$ cat src/rtl/leds_pkg.sv
// Shared constants, types and helpers for the LED PWM driver.
// The board defaults live here so the top and the per-channel fader agree.
package leds_pkg;

    localparam int PWM_BITS_DEF   = 8;
    localparam int LED_COUNT      = 4;
    localparam bit ACTIVE_LOW_DEF = 1'b0;

    typedef logic [PWM_BITS_DEF-1:0] level_t;

    // Direction a fader level moves on a ramp step.
    typedef enum logic [1:0] {
        DIR_HOLD = 2'd0,
        DIR_UP   = 2'd1,
        DIR_DOWN = 2'd2
    } ramp_dir_t;

    // Counter width for a modulo-n counter; at least one bit so n=1 still elaborates.
    function automatic int cnt_width(input int n);
        int w;
        w = 1;
        while ((1 << w) < n) begin
            w = w + 1;
        end
        return w;
    endfunction

endpackage

$ cat src/rtl/leds_fader.sv
// One LED channel: samples its on/off request into a target, ramps the
// brightness level toward it one unit per step, and compares against pwm_cnt.
module leds_fader
    import leds_pkg::*;
#(
    parameter int PWM_BITS = PWM_BITS_DEF
) (
    input  logic                clk,
    input  logic                rst,
    input  logic                sample,
    input  logic                step,
    input  logic                req,
    input  logic [PWM_BITS-1:0] pwm_cnt,
    output logic                on,
    output logic                busy
);

    localparam logic [PWM_BITS-1:0] MAX  = '1;
    localparam logic [PWM_BITS-1:0] ZERO = '0;

    logic [PWM_BITS-1:0] target_reg;
    logic [PWM_BITS-1:0] target_next;
    logic [PWM_BITS-1:0] level_reg;
    logic [PWM_BITS-1:0] level_next;
    logic                on_reg;
    logic                busy_reg;
    ramp_dir_t           dir;

    always_comb begin
        target_next = target_reg;
        if (sample) begin
            target_next = req ? MAX : ZERO;
        end
    end

    // The step looks at the freshly sampled target, so a coinciding sample
    // and step never waste a step moving toward a stale target.
    always_comb begin
        dir = DIR_HOLD;
        if (step) begin
            if (level_reg < target_next) begin
                dir = DIR_UP;
            end else if (level_reg > target_next) begin
                dir = DIR_DOWN;
            end
        end
    end

    always_comb begin
        level_next = level_reg;
        case (dir)
            DIR_UP:   level_next = level_reg + 1'b1;
            DIR_DOWN: level_next = level_reg - 1'b1;
            default:  level_next = level_reg;
        endcase
    end

    always_ff @(posedge clk) begin
        if (rst) begin
            target_reg <= ZERO;
            level_reg  <= ZERO;
            on_reg     <= 1'b0;
            busy_reg   <= 1'b0;
        end else begin
            target_reg <= target_next;
            level_reg  <= level_next;
            // Full level is forced on so the last counter value leaves no dark tick.
            on_reg     <= (level_reg == MAX) || (pwm_cnt < level_reg);
            busy_reg   <= (level_reg != target_reg);
        end
    end

    assign on   = on_reg;
    assign busy = busy_reg;

endmodule

$ cat src/rtl/leds_driver.sv
// Four-channel LED PWM driver with soft linear on/off ramps.
// Shared timebase (prescaler, PWM counter, ramp counter) feeds one fader per LED.
module leds_driver
    import leds_pkg::*;
#(
    parameter int PRESCALE     = 16,
    parameter int PWM_BITS     = PWM_BITS_DEF,
    parameter int RAMP_PERIODS = 2,
    parameter bit ACTIVE_LOW   = ACTIVE_LOW_DEF
) (
    input  logic                 clk,
    input  logic                 rst,
    input  logic                 ctrl_en,
    input  logic                 ctrl_led0,
    input  logic                 ctrl_led1,
    input  logic                 ctrl_led2,
    input  logic                 ctrl_led3,
    output logic [LED_COUNT-1:0] led_out,
    output logic                 busy
);

    localparam int PRE_W  = cnt_width(PRESCALE);
    localparam int RAMP_W = cnt_width(RAMP_PERIODS);

    localparam logic [PRE_W-1:0]    PRE_LAST  = PRE_W'(PRESCALE - 1);
    localparam logic [RAMP_W-1:0]   RAMP_LAST = RAMP_W'(RAMP_PERIODS - 1);
    localparam logic [PWM_BITS-1:0] MAX       = '1;

    logic [PRE_W-1:0]     prescaler_reg;
    logic [PWM_BITS-1:0]  pwm_cnt_reg;
    logic [RAMP_W-1:0]    ramp_cnt_reg;
    logic                 tick;
    logic                 period_start;
    logic                 step;
    logic [LED_COUNT-1:0] req;
    logic [LED_COUNT-1:0] on_vec;
    logic [LED_COUNT-1:0] busy_vec;

    assign tick         = (prescaler_reg == PRE_LAST);
    assign period_start = tick && (pwm_cnt_reg == MAX);
    assign step         = period_start && (ramp_cnt_reg == RAMP_LAST);

    always_ff @(posedge clk) begin
        if (rst) begin
            prescaler_reg <= '0;
            pwm_cnt_reg   <= '0;
            ramp_cnt_reg  <= '0;
        end else begin
            if (tick) begin
                prescaler_reg <= '0;
                pwm_cnt_reg   <= pwm_cnt_reg + 1'b1;
            end else begin
                prescaler_reg <= prescaler_reg + 1'b1;
            end
            if (period_start) begin
                ramp_cnt_reg <= step ? '0 : ramp_cnt_reg + 1'b1;
            end
        end
    end

    // A dropped global enable reads as "off" for every channel.
    assign req = {ctrl_led3, ctrl_led2, ctrl_led1, ctrl_led0} & {LED_COUNT{ctrl_en}};

    generate
        for (genvar gi = 0; gi < LED_COUNT; gi++) begin : g_fader
            leds_fader #(
                .PWM_BITS (PWM_BITS)
            ) u_fader (
                .clk     (clk),
                .rst     (rst),
                .sample  (period_start),
                .step    (step),
                .req     (req[gi]),
                .pwm_cnt (pwm_cnt_reg),
                .on      (on_vec[gi]),
                .busy    (busy_vec[gi])
            );
        end
    endgenerate

    // Pure inversion of registered bits keeps the pins glitch-free.
    assign led_out = on_vec ^ {LED_COUNT{ACTIVE_LOW}};
    assign busy    = |busy_vec;

endmodule
$ cat config.mk
export PLATFORM = sky130hd
export DESIGN_NAME = leds_driver
export DESIGN_NICKNAME = d
export VERILOG_FILES = /design/src/rtl/leds_pkg.sv /design/src/rtl/leds_fader.sv /design/src/rtl/leds_driver.sv
export SDC_FILE = /design/constraint.sdc
export NUM_CORES = 1
export LEC_CHECK = 0
export CAP_MARGIN = 10
export CORE_MARGIN = 5
export CORE_UTILIZATION = 55
export DETAILED_ROUTE_END_ITERATION = 12
export HOLD_SLACK_MARGIN = 0.15
export PLACE_DENSITY = 0.76
export RECOVER_POWER = 25
export SLEW_MARGIN = 0
export SYNTH_ARGS = -nofsm -noshare
export SYNTH_HDL_FRONTEND = slang
export SYNTH_SLANG_ARGS = --single-unit
$ cat constraint.sdc
create_clock -name clk -period 12.77 [get_ports clk]
set_input_delay 2.554 -clock clk [delete_from_list [all_inputs] [get_ports clk]]
set_output_delay 2.554 -clock clk [all_outputs]
set_load 0.005 [all_outputs]
==> reports/metrics.cfg, run 1 <==
[placed_design]
place_congestion=0.8464
dp_hpwl_mm=9.691
placed_cells=824
pre_cts_ws_ns=6.131
port_buffers=11
place_area_mm2=0.006113

[pwr]
power.switching_w=0.0001037
p_per_area_mw_per_mm2=73.99
pwr-share-seq_pct=57.2
p_clk_share_pct=40.7
netSwitchingFraction_pct=22.26
power_w=0.0004656
comb_power_share_pct=2.1
vdd_ir_drop_max_uv=47.89
p_leak_nw=2.850
power.internal_w=0.0003619

[yosys]
ys_types=58
yosysWarnings=0
yosys_register_bits=85
syn_nets=801
syn_avg_cell_area_um2=8.551
synth_edf_count=0
synthCells=700
ys_seq_area_share_pct=28.43
synth_flop_cell=dfxtp_1
async_flop_share_pct=0
netlist_area_mm2=0.005986

[clock_tree]
htreeDepth=3
cts_buffers=9
cts_hold_buf=0
clk_latency_ns=0.37
ctsRootBufferMaster=clkbuf_8
path_clk_slew_ns=0.08
cts_buffer_depth=2
cts_setup_buffers=0
cts_tree=built
clock-sinks=85
ctsResizeCount=0

[sta]
max_freq_mhz=159.6
min_period_ns=6.265
maxSlewHeadroom_pct=-19.22
grt_setup_unrepaired=false
finalSetupViolCount=0
slew_violations=42
finClkSkew_ns=0.008818
report.final.hold_viol_count=0
finalCritPeriodShare_pct=49.06
setup_slack_ns=6.505
setup_tns_ns=0
worst_slew_pin_slew_ns=1.788

[worst_setup_path]
path_class=in -> reg
critPathLaunch=ctrl_en
cp_max_fo=9
cp.arrival_ns=6.57
reg2reg_from=pwm_cnt_reg[1]
crit_required_ns=13.07
end_kind=flop
critPathLaunchType=primary input

[run_status]
violations=capacitance limit, slew limit
status=finished, violations left

[layout]
mostFrequentLayoutCells=ha_1 (90), dfxtp_1 (85), a21oi_1 (71)
diodes=0
layout-drive-gt1-share_pct=4.298
area_delta_synth_final_pct=5.121
fin_nets=796
fin_cells=838
fin_area_mm2=0.006292
layout_commonest_cell=ha_1

[floorplanning]
start_util_pct=55.71
rows=38
io_pins=12
die-area_mm2=0.01307
fp.dieH_um=114.3
die_x_um=114.3
core_mm2=0.01075

[global_routing]
overflow=0
grt_max_degree=44
grt.total_usage_pct=21.79
grtUsageMet3_pct=4.017
met1_usage_pct=26.59
grt_antenna_before_repair=1
grt_use_met2_pct=36.77
grt_pass1_vias=5055
grt.busiest_layer=met2
grt_pass1_wl_mm=23.19

[min_path]
hp-class=reg -> reg
hp-start=prescaler_reg[0]

[route]
wl_mm=13.46
via_per_inst=6.091
remaining_drc_errors=0
vias=5104
drtAntennaViolNets=0
drt_pass1_iterations=4
drt-initial-drc-count=212
wl_per_cell_um=16.06

[flow_run]
cap_violations=1

==> power groups by stage <==
stage | combinational (W) | sequential [W] | clock (W)
4_1_cts | 0.00000993 | 0.000266 | 0.000194
6_report | 0.00000977 | 0.000266 | 0.000189
3_5_place_dp | 0.00000988 | 0.000273 | 0
2_1_floorplan | 0.00000594 | 0.000272 | 0
3_3_place_gp | 0.00000962 | 0.000273 | 0
5_1_grt | 0.0000107 | 0.000267 | 0.000205
==> synth_stat cells (6+ instances only) <==
cell | n | area (um2)
nand4_1 | 14 | 87.58
a21o_1 | 18 | 135.1
a31oi_1 | 6 | 37.54
nor4_1 | 9 | 56.30
nor3_1 | 15 | 75.07
o21ai_0 | 16 | 80.08
xor2_1 | 43 | 376.6
nand2_1 | 30 | 112.6
and2_1 | 10 | 62.56
xnor2_1 | 6 | 52.55
clkbuf_1 | 15 | 56.30
nand2b_1 | 6 | 37.54
dfxtp_1 | 85 | 1702
and3_2 | 6 | 45.04
ha_1 | 90 | 1126
nor4b_1 | 6 | 52.55
a21oi_1 | 71 | 355.3
inv_1 | 47 | 176.4
o21a_1 | 12 | 90.09
mux2i_1 | 6 | 60.06
nor2b_1 | 11 | 68.82
nand3_1 | 22 | 110.1
nor2_1 | 67 | 251.5
==> final cells by class <==
class	count	area, um2
Multi-Input combinational cell	540	3948
Clock inverter	2	35.03
Inverter	47	176.4
Clock buffer	12	145.1
Timing Repair Buffer	12	111.4
Fill cell	978	4453
Tap cell	140	175.2
Sequential cell	85	1702
==> worst max-delay path, cell delays in order <==
cell	delay, ns
clkdlybuf4s50_1	0.54
and3_2	0.32
a21oi_1	0.09
ha_1	0.35
nor2b_1	0.14
o21a_1	0.17
o21a_1	0.16
o21ai_0	0.22
a221oi_1	0.13
ha_1	0.32
ha_1	0.37
o21ai_0	0.29
nor3_1	0.10
or4_1	0.51
nand3_1	0.11
mux2i_1	0.18
==> final timing paths <==
check | slack [ns] | depth (start not counted) | to
worst max-delay path | 6.51 | 16 | g_fader[2].u_fader.level_reg[7]
worst min-delay path | 0.51 | 1 | prescaler_reg[0]
worst max register to register | 7.49 | 18 | g_fader[3].u_fader.level_reg[7]
worst min register to register | 0.51 | 1 | prescaler_reg[0]
==> stage by stage <==
stage	hold WS (ns)	util (%)
3_3_place_gp	0.4715	56.89
6_report	0.5099	58.56
3_5_place_dp	0.4955	56.89
5_1_grt	0.5285	58.56
2_1_floorplan	0.4522	-
4_1_cts	0.5092	58.57
==> logic make-up after synthesis <==
kind of cell / Yosys count / share of synthesized area (%)
and+or+nand+nor: 223 / 19.67
AOI/OAI and AO/OA: 168 / 17.96
adders and majority gates: 94 / 20.15
DFF: 85 / 28.43
buffers and inverters: 75 / 5.623
xor gates and xnor gates: 49 / 7.170
muxes: 6 / 1.003
==> layer usage <==
metal  up-vias  share of wire [%]
met5         -               0.15
li1       2504                  -
met1      2423                 45
met3        38                5.2
met4         2                2.7
met2       137                 47
Note: power is estimated with default switching activity, not from simulation.
==> inputs of run 2 (changes only) <==
- clock period: 12.77 -> 6.1 ns (I/O delays scaled with it)
==> run 2 against run 1 <==
  * The flow still finishes with violations (capacitance limit, slew limit)
  * Global-route usage up 0.40 points
  * Total power up 130%
  * Flip-flop and latch count unchanged
  * Worst hold slack worse by 0.014 ns
  * Sequential share of layout area down 0.29 points
  * First-iteration DRC count down 3.3%
  * Critical path depth up 2
  * Sequential power up 110%
  * Critical path type is now reg -> reg
  * Non-clock buffer count up 1
  * Die area unchanged
==> reports/metrics.cfg, run 2 (synthesis results as in run 1) <==
[pwr]
power.internal_w=0.0008450  ; +130%
p_leak_nw=2.882  ; +1.1%
pwr-share-seq_pct=52.0  ; -5.2 points
p_clk_share_pct=46.1  ; +5.4 points
comb_power_share_pct=1.9  ; -0.2 points
p_per_area_mw_per_mm2=168.7  ; +130%
power.switching_w=0.0002279  ; +120%
netSwitchingFraction_pct=21.24  ; -1.0 points
vdd_ir_drop_max_uv=119.7  ; +150%

[worst_setup_path]
critPathSlowestCell=dfxtp_1
worstPathCellList=ha_1, nand2_1, nor4_4, and3_2, a21oi_1, ha_1, nor2b_1, o21a_1, o21a_1, o21ai_0, a221oi_1, ha_1, ha_1, o21ai_0, nor3_1, or4_1, nand3_1, mux2i_1
critPathLaunchType=flop
path_class=reg -> reg
r2r_slack_ns=1.03  ; -6.46 ns
crit_path_max_incr_delay_ns=0.56  ; +0.02 ns
worst-path-buf-inv=0  ; -1
critPathTopFamily=simple AND/OR/NAND/NOR gates
cpMostUsedCell=ha_1
cp.arrival_ns=5.37  ; -1.20 ns
cp_max_fo=9  ; unchanged
crit_required_ns=6.41  ; -6.66 ns
end_kind=flop

[layout]
diodes=0  ; unchanged
mostFrequentLayoutCells=ha_1 (90), dfxtp_1 (85), a21oi_1 (71)
fin_nets=797  ; +0.13%
area_delta_synth_final_pct=6.250
fillers=951  ; -2.8%
fin_cells=841  ; +0.36%
layout-drive-gt1-share_pct=4.708  ; +0.41 points
fin_util_pct=59.19  ; +0.63 points
layout_commonest_cell=ha_1

[run_status]
violations=capacitance limit, slew limit
status=finished, violations left

[global_routing]
grt_pass1_wl_mm=23.43  ; +1.0%
grt_max_degree=44  ; unchanged
grt.total_usage_pct=22.19  ; +0.40 points
overflow=0  ; unchanged
grt_antenna_before_repair=0  ; -1
grt_pass1_vias=4976  ; -1.6%

[route]
drtAntennaViolNets=0  ; unchanged
drt_pass1_iterations=5  ; +1
wl_mm=13.64  ; +1.4%
drt-initial-drc-count=205  ; -3.3%
wl_per_cell_um=16.22  ; +1.0%
remaining_drc_errors=0  ; unchanged
wl_met2_mm=6.523  ; +2.3%
via_per_inst=6.000  ; -1.5%
wl_met1_mm=6.236  ; +4.0%
dr.max_layer_used=met4
dr_wl_met3_um=544  ; -22%
vias=5046  ; -1.1%

[floorplanning]
io_pins=12  ; unchanged
die-area_mm2=0.01307  ; unchanged
rows=38  ; unchanged
start_util_pct=55.71  ; unchanged
core_mm2=0.01075  ; unchanged
fp.dieH_um=114.3  ; unchanged
die_x_um=114.3  ; unchanged

[sta]
setup_slack_ns=1.034  ; -5.471 ns
setup_tns_ns=0  ; unchanged
min_period_ns=5.066
report.final.hold_viol_count=0  ; unchanged
worst_slew_pin_slew_ns=1.814  ; +0.02525 ns
slew_violations=42  ; unchanged
finalCritPeriodShare_pct=83.04
finClkSkew_ns=0.01230  ; +0.003484 ns
finalSetupViolCount=0  ; unchanged
grt_setup_unrepaired=false
max_freq_mhz=197.4
maxSlewHeadroom_pct=-20.91  ; -1.7 points
fin_hold_ws_ns=0.4961  ; -0.01381 ns

[clock_tree]
htreeDepth=3  ; unchanged
ctsResizeCount=0  ; unchanged
cts_hold_buf=0  ; unchanged
clock-sinks=85  ; unchanged
cts_buffer_depth=2  ; unchanged
clk_latency_ns=0.37  ; about the same
cts_tree=built
cts_buffers=9  ; unchanged
path_clk_slew_ns=0.09  ; about the same
cts_setup_buffers=0  ; unchanged
ctsRootBufferMaster=clkbuf_8

[placed_design]
pre_cts_ws_ns=0.8325  ; -5.298 ns
place_congestion=0.8511  ; +0.56%
dp_hpwl_mm=9.776  ; +0.87%
port_buffers=11  ; unchanged
placed_cells=825  ; +0.12%

[min_path]
hp-class=reg -> reg

[flow_run]
cap_violations=1  ; unchanged

run 2: path summary, 6_finish.rpt:
| kind | startpoint | end | depth (start not counted) |
|---|---|---|---|
| max | pwm_cnt_reg[1] | g_fader[2].u_fader.level_reg[7] | 18 |
| min | prescaler_reg[0] | prescaler_reg[0] | 1 |
| max reg2reg | pwm_cnt_reg[1] | g_fader[2].u_fader.level_reg[7] | 18 |
| min reg2reg | prescaler_reg[0] | prescaler_reg[0] | 1 |
run 2: through the flow:
step	area, um2	power, W
global placement	6121	0.0005908
detailed placement	6121	0.0005913
global route	6360	0.001110
floorplan	5986	0.0005828
finish	6360	0.001073
CTS	6361	0.001080
run 2: final cells by class:
cell class	count	area (um2)	share of cell area, %
clock buffers	12	145.1	2.282
clock inverters	4	95.09	1.495
inverters	47	176.4	2.774
multi-input cells	540	3948	62.07
flip-flops and latches	85	1702	26.76
well taps	140	175.2	2.754
repair buffers	13	118.9	1.869
run 2: per-layer routing:
layer  global-route usage [%]  up-vias
met1                    28.21     2388
met5                        0        -
met4                    8.709        0
met3                    3.277       32
li1                         -     2516
met2                    37.82      110
run 2: worst register-to-register path, delay by kind of cell, from the launching register on:
family / cells / cell delay, ns
AND/OR/NAND/NOR: 7 / 1.83
multiplexers: 1 / 0.18
flip-flops: 1 / 0.56
adder cells (fa/ha/maj): 4 / 1.27
AO/OA/AOI/OAI: 6 / 1.17
run 2: power by group through the flow:
stage / registers (W) / logic, W / clock network [W]
after floorplan: 0.000570 / 0.0000124 / 0
after global placement: 0.000571 / 0.0000202 / 0
after detailed placement: 0.000571 / 0.0000205 / 0
after CTS: 0.000558 / 0.0000206 / 0.000502
after global routing: 0.000558 / 0.0000223 / 0.000529
final: 0.000558 / 0.0000205 / 0.000494
==> inputs of run 3 (changes only) <==
- clock period: 6.1 -> 4.95 ns (I/O delays scaled with it)
==> run 3 against run 2 <==
  * The run now ends clean
  * Total power increased by 14%
  * Sequential share of layout area decreased by 0.36 points
  * Maximum frequency increased by 7.6%
  * Clock skew decreased by 0.0035 ns
  * Worst setup slack got worse by 0.79 ns
  * Combinational power increased by 23%
  * Cell count increased by 1.7%
  * Wire length decreased by 0.12%
  * Count of clock-buffer cells in the layout unchanged
  * Critical path type unchanged
  * Largest power group unchanged
==> reports/metrics.cfg, run 3 (synthesis results as in run 1) <==
[route]
drt-initial-drc-count=220  ; +7.3%
wl_per_cell_um=15.94  ; -1.8%
drtAntennaViolNets=0  ; unchanged
wl_mm=13.63  ; -0.12%
drt_pass1_iterations=4  ; -1
vias=5069  ; +0.46%
remaining_drc_errors=0  ; unchanged
via_per_inst=5.929  ; -1.2%

[global_routing]
grt.total_usage_pct=21.79  ; -0.40 points
grt_pass1_vias=5005  ; +0.58%
grt_max_degree=83  ; +89%
grt_antenna_before_repair=0  ; unchanged
overflow=0  ; unchanged
grt_pass1_wl_mm=23.13  ; -1.3%

[sta]
finClkSkew_ns=0.008756  ; -0.003547 ns
maxSlewHeadroom_pct=40.61  ; +62 points
worst_slew_pin_slew_ns=0.8909  ; -0.9227 ns
report.final.hold_viol_count=0  ; unchanged
finalCritPeriodShare_pct=95.15  ; +12 points
slew_violations=0  ; -100%
setup_tns_ns=0  ; unchanged
finalSetupViolCount=0  ; unchanged
max_freq_mhz=212.3  ; +7.6%
fin_hold_ws_ns=0.5283  ; +0.03229 ns
min_period_ns=4.710  ; -0.3556 ns

[placed_design]
place_congestion=0.8616  ; +1.2%
placed_cells=838  ; +1.6%
dp_hpwl_mm=9.896  ; +1.2%
port_buffers=11  ; unchanged

[layout]
layout_commonest_cell=ha_1
fin_nets=812  ; +1.9%
mostFrequentLayoutCells=ha_1 (88), dfxtp_1 (85), a21oi_1 (71)
fin_cells=855  ; +1.7%
layout-drive-gt1-share_pct=7.413  ; +2.7 points
area_delta_synth_final_pct=7.713
diodes=0  ; unchanged

[clock_tree]
cts_tree=built
clk_latency_ns=0.36  ; about the same
cts_buffers=9  ; unchanged
ctsRootBufferMaster=clkbuf_8
path_clk_slew_ns=0.09  ; about the same
cts_buffer_depth=2  ; unchanged
clock-sinks=85  ; unchanged
htreeDepth=3  ; unchanged

[pwr]
power.switching_w=0.0002730  ; +20%
power_w=0.001224  ; +14%
p_clk_share_pct=41.8  ; -4.3 points
pwr-share-seq_pct=56.2  ; +4.2 points
comb_power_share_pct=2.1  ; +0.2 points
vdd_ir_drop_max_uv=138.1  ; +15%
p_leak_nw=2.937  ; +1.9%
power.internal_w=0.0009509  ; +13%
netSwitchingFraction_pct=22.31  ; +1.1 points
p_per_area_mw_per_mm2=189.8  ; +13%

[worst_setup_path]
end_kind=flop
critPathLaunchType=flop
r2r_slack_ns=0.24  ; -0.79 ns
cp.arrival_ns=4.96  ; -0.41 ns
cp_max_fo=9  ; unchanged
path_class=reg -> reg
crit_required_ns=5.20  ; -1.21 ns

[floorplanning]
rows=38  ; unchanged
core_mm2=0.01075  ; unchanged
die-area_mm2=0.01307  ; unchanged
die_x_um=114.3  ; unchanged
start_util_pct=55.71  ; unchanged
io_pins=12  ; unchanged
fp.dieH_um=114.3  ; unchanged

[flow_run]
cap_violations=0  ; -1

[run_status]
status=complete, no violations

[min_path]
hp-class=reg -> reg

run 3: changes by cell type in the layout (fill, tap and decap cells not counted), sizes merged:
cell,delta
clkinv,-1
clkinvlp,+2
clkbuf,-1
buf,+16
bufinv,-2
run 3: worst paths after layout:
path	start	end	depth (start not counted)
worst min register to register	prescaler_reg[3]	prescaler_reg[3]	2
worst max-delay path	prescaler_reg[0]	g_fader[0].u_fader.level_reg[7]	19
worst max register to register	prescaler_reg[0]	g_fader[0].u_fader.level_reg[7]	19
worst min-delay path	prescaler_reg[3]	prescaler_reg[3]	2
run 3: per-stage QoR:
stage	worst slack (ns)	cell area, um2	util, %
floorplan	0.6935	5986	-
global placement	0.1402	6218	57.87
detailed placement	0.02615	6218	57.87
CTS	0.1343	6419	59.73
global route	-0.009709	6447	60.00
finish	0.2401	6447	60.00
run 3: worst max-delay path: stages (launching register included):
cell and delay, ns:
dfxtp_1 0.41, ha_1 0.26, nand3_2 0.18, nor4_4 0.25, buf_4 0.19, and3_2 0.28, a21oi_1 0.09, ha_1 0.31
a21oi_1 0.16, o221ai_1 0.12, a21oi_1 0.20, o21ai_0 0.14, or2_2 0.31, ha_1 0.33, ha_1 0.39, nand2_1 0.14
nand3b_1 0.11, a221o_1 0.34, a211o_1 0.28, mux2i_1 0.11
run 3: repair_timing:
action                     in CTS  in global routing
hold buffers                    0                  0
resized for setup               0                  7
setup endpoints to repair       0                 12
setup buffers                   0                  2
run 3: area by class of cell:
cell class	count	area (um2)
clock buffer	12	155.1
clock inverter	3	45.04
fill	943	4298
inverter	47	176.4
multi-input combinational	540	3961
sequential	85	1702
tap	140	175.2
timing repair buffer	28	232.7
run 3: per-layer routing:
| metal | vias to the layer above | routed length [um] | GRT usage, % | part of all wire [%] |
|---|---|---|---|---|
| li1 | 2534 | - | - | - |
| met1 | 2408 | 6246 | 27.39 | 46 |
| met2 | 105 | 6562 | 37.28 | 48 |
| met3 | 22 | 522 | 3.805 | 3.8 |
| met4 | 0 | 296 | 8.234 | 2.2 |
| met5 | - | 0 | 0 | 0 |
run 3: power by group through the flow:
stage,Clock (W),Combinational [W],Sequential [W]
floorplan,0,0.0000153,0.000703
global placement,0,0.0000247,0.000703
detailed placement,0,0.0000252,0.000703
CTS,0.000522,0.0000253,0.000687
global route,0.000557,0.0000275,0.000688
finish,0.000511,0.0000252,0.000687
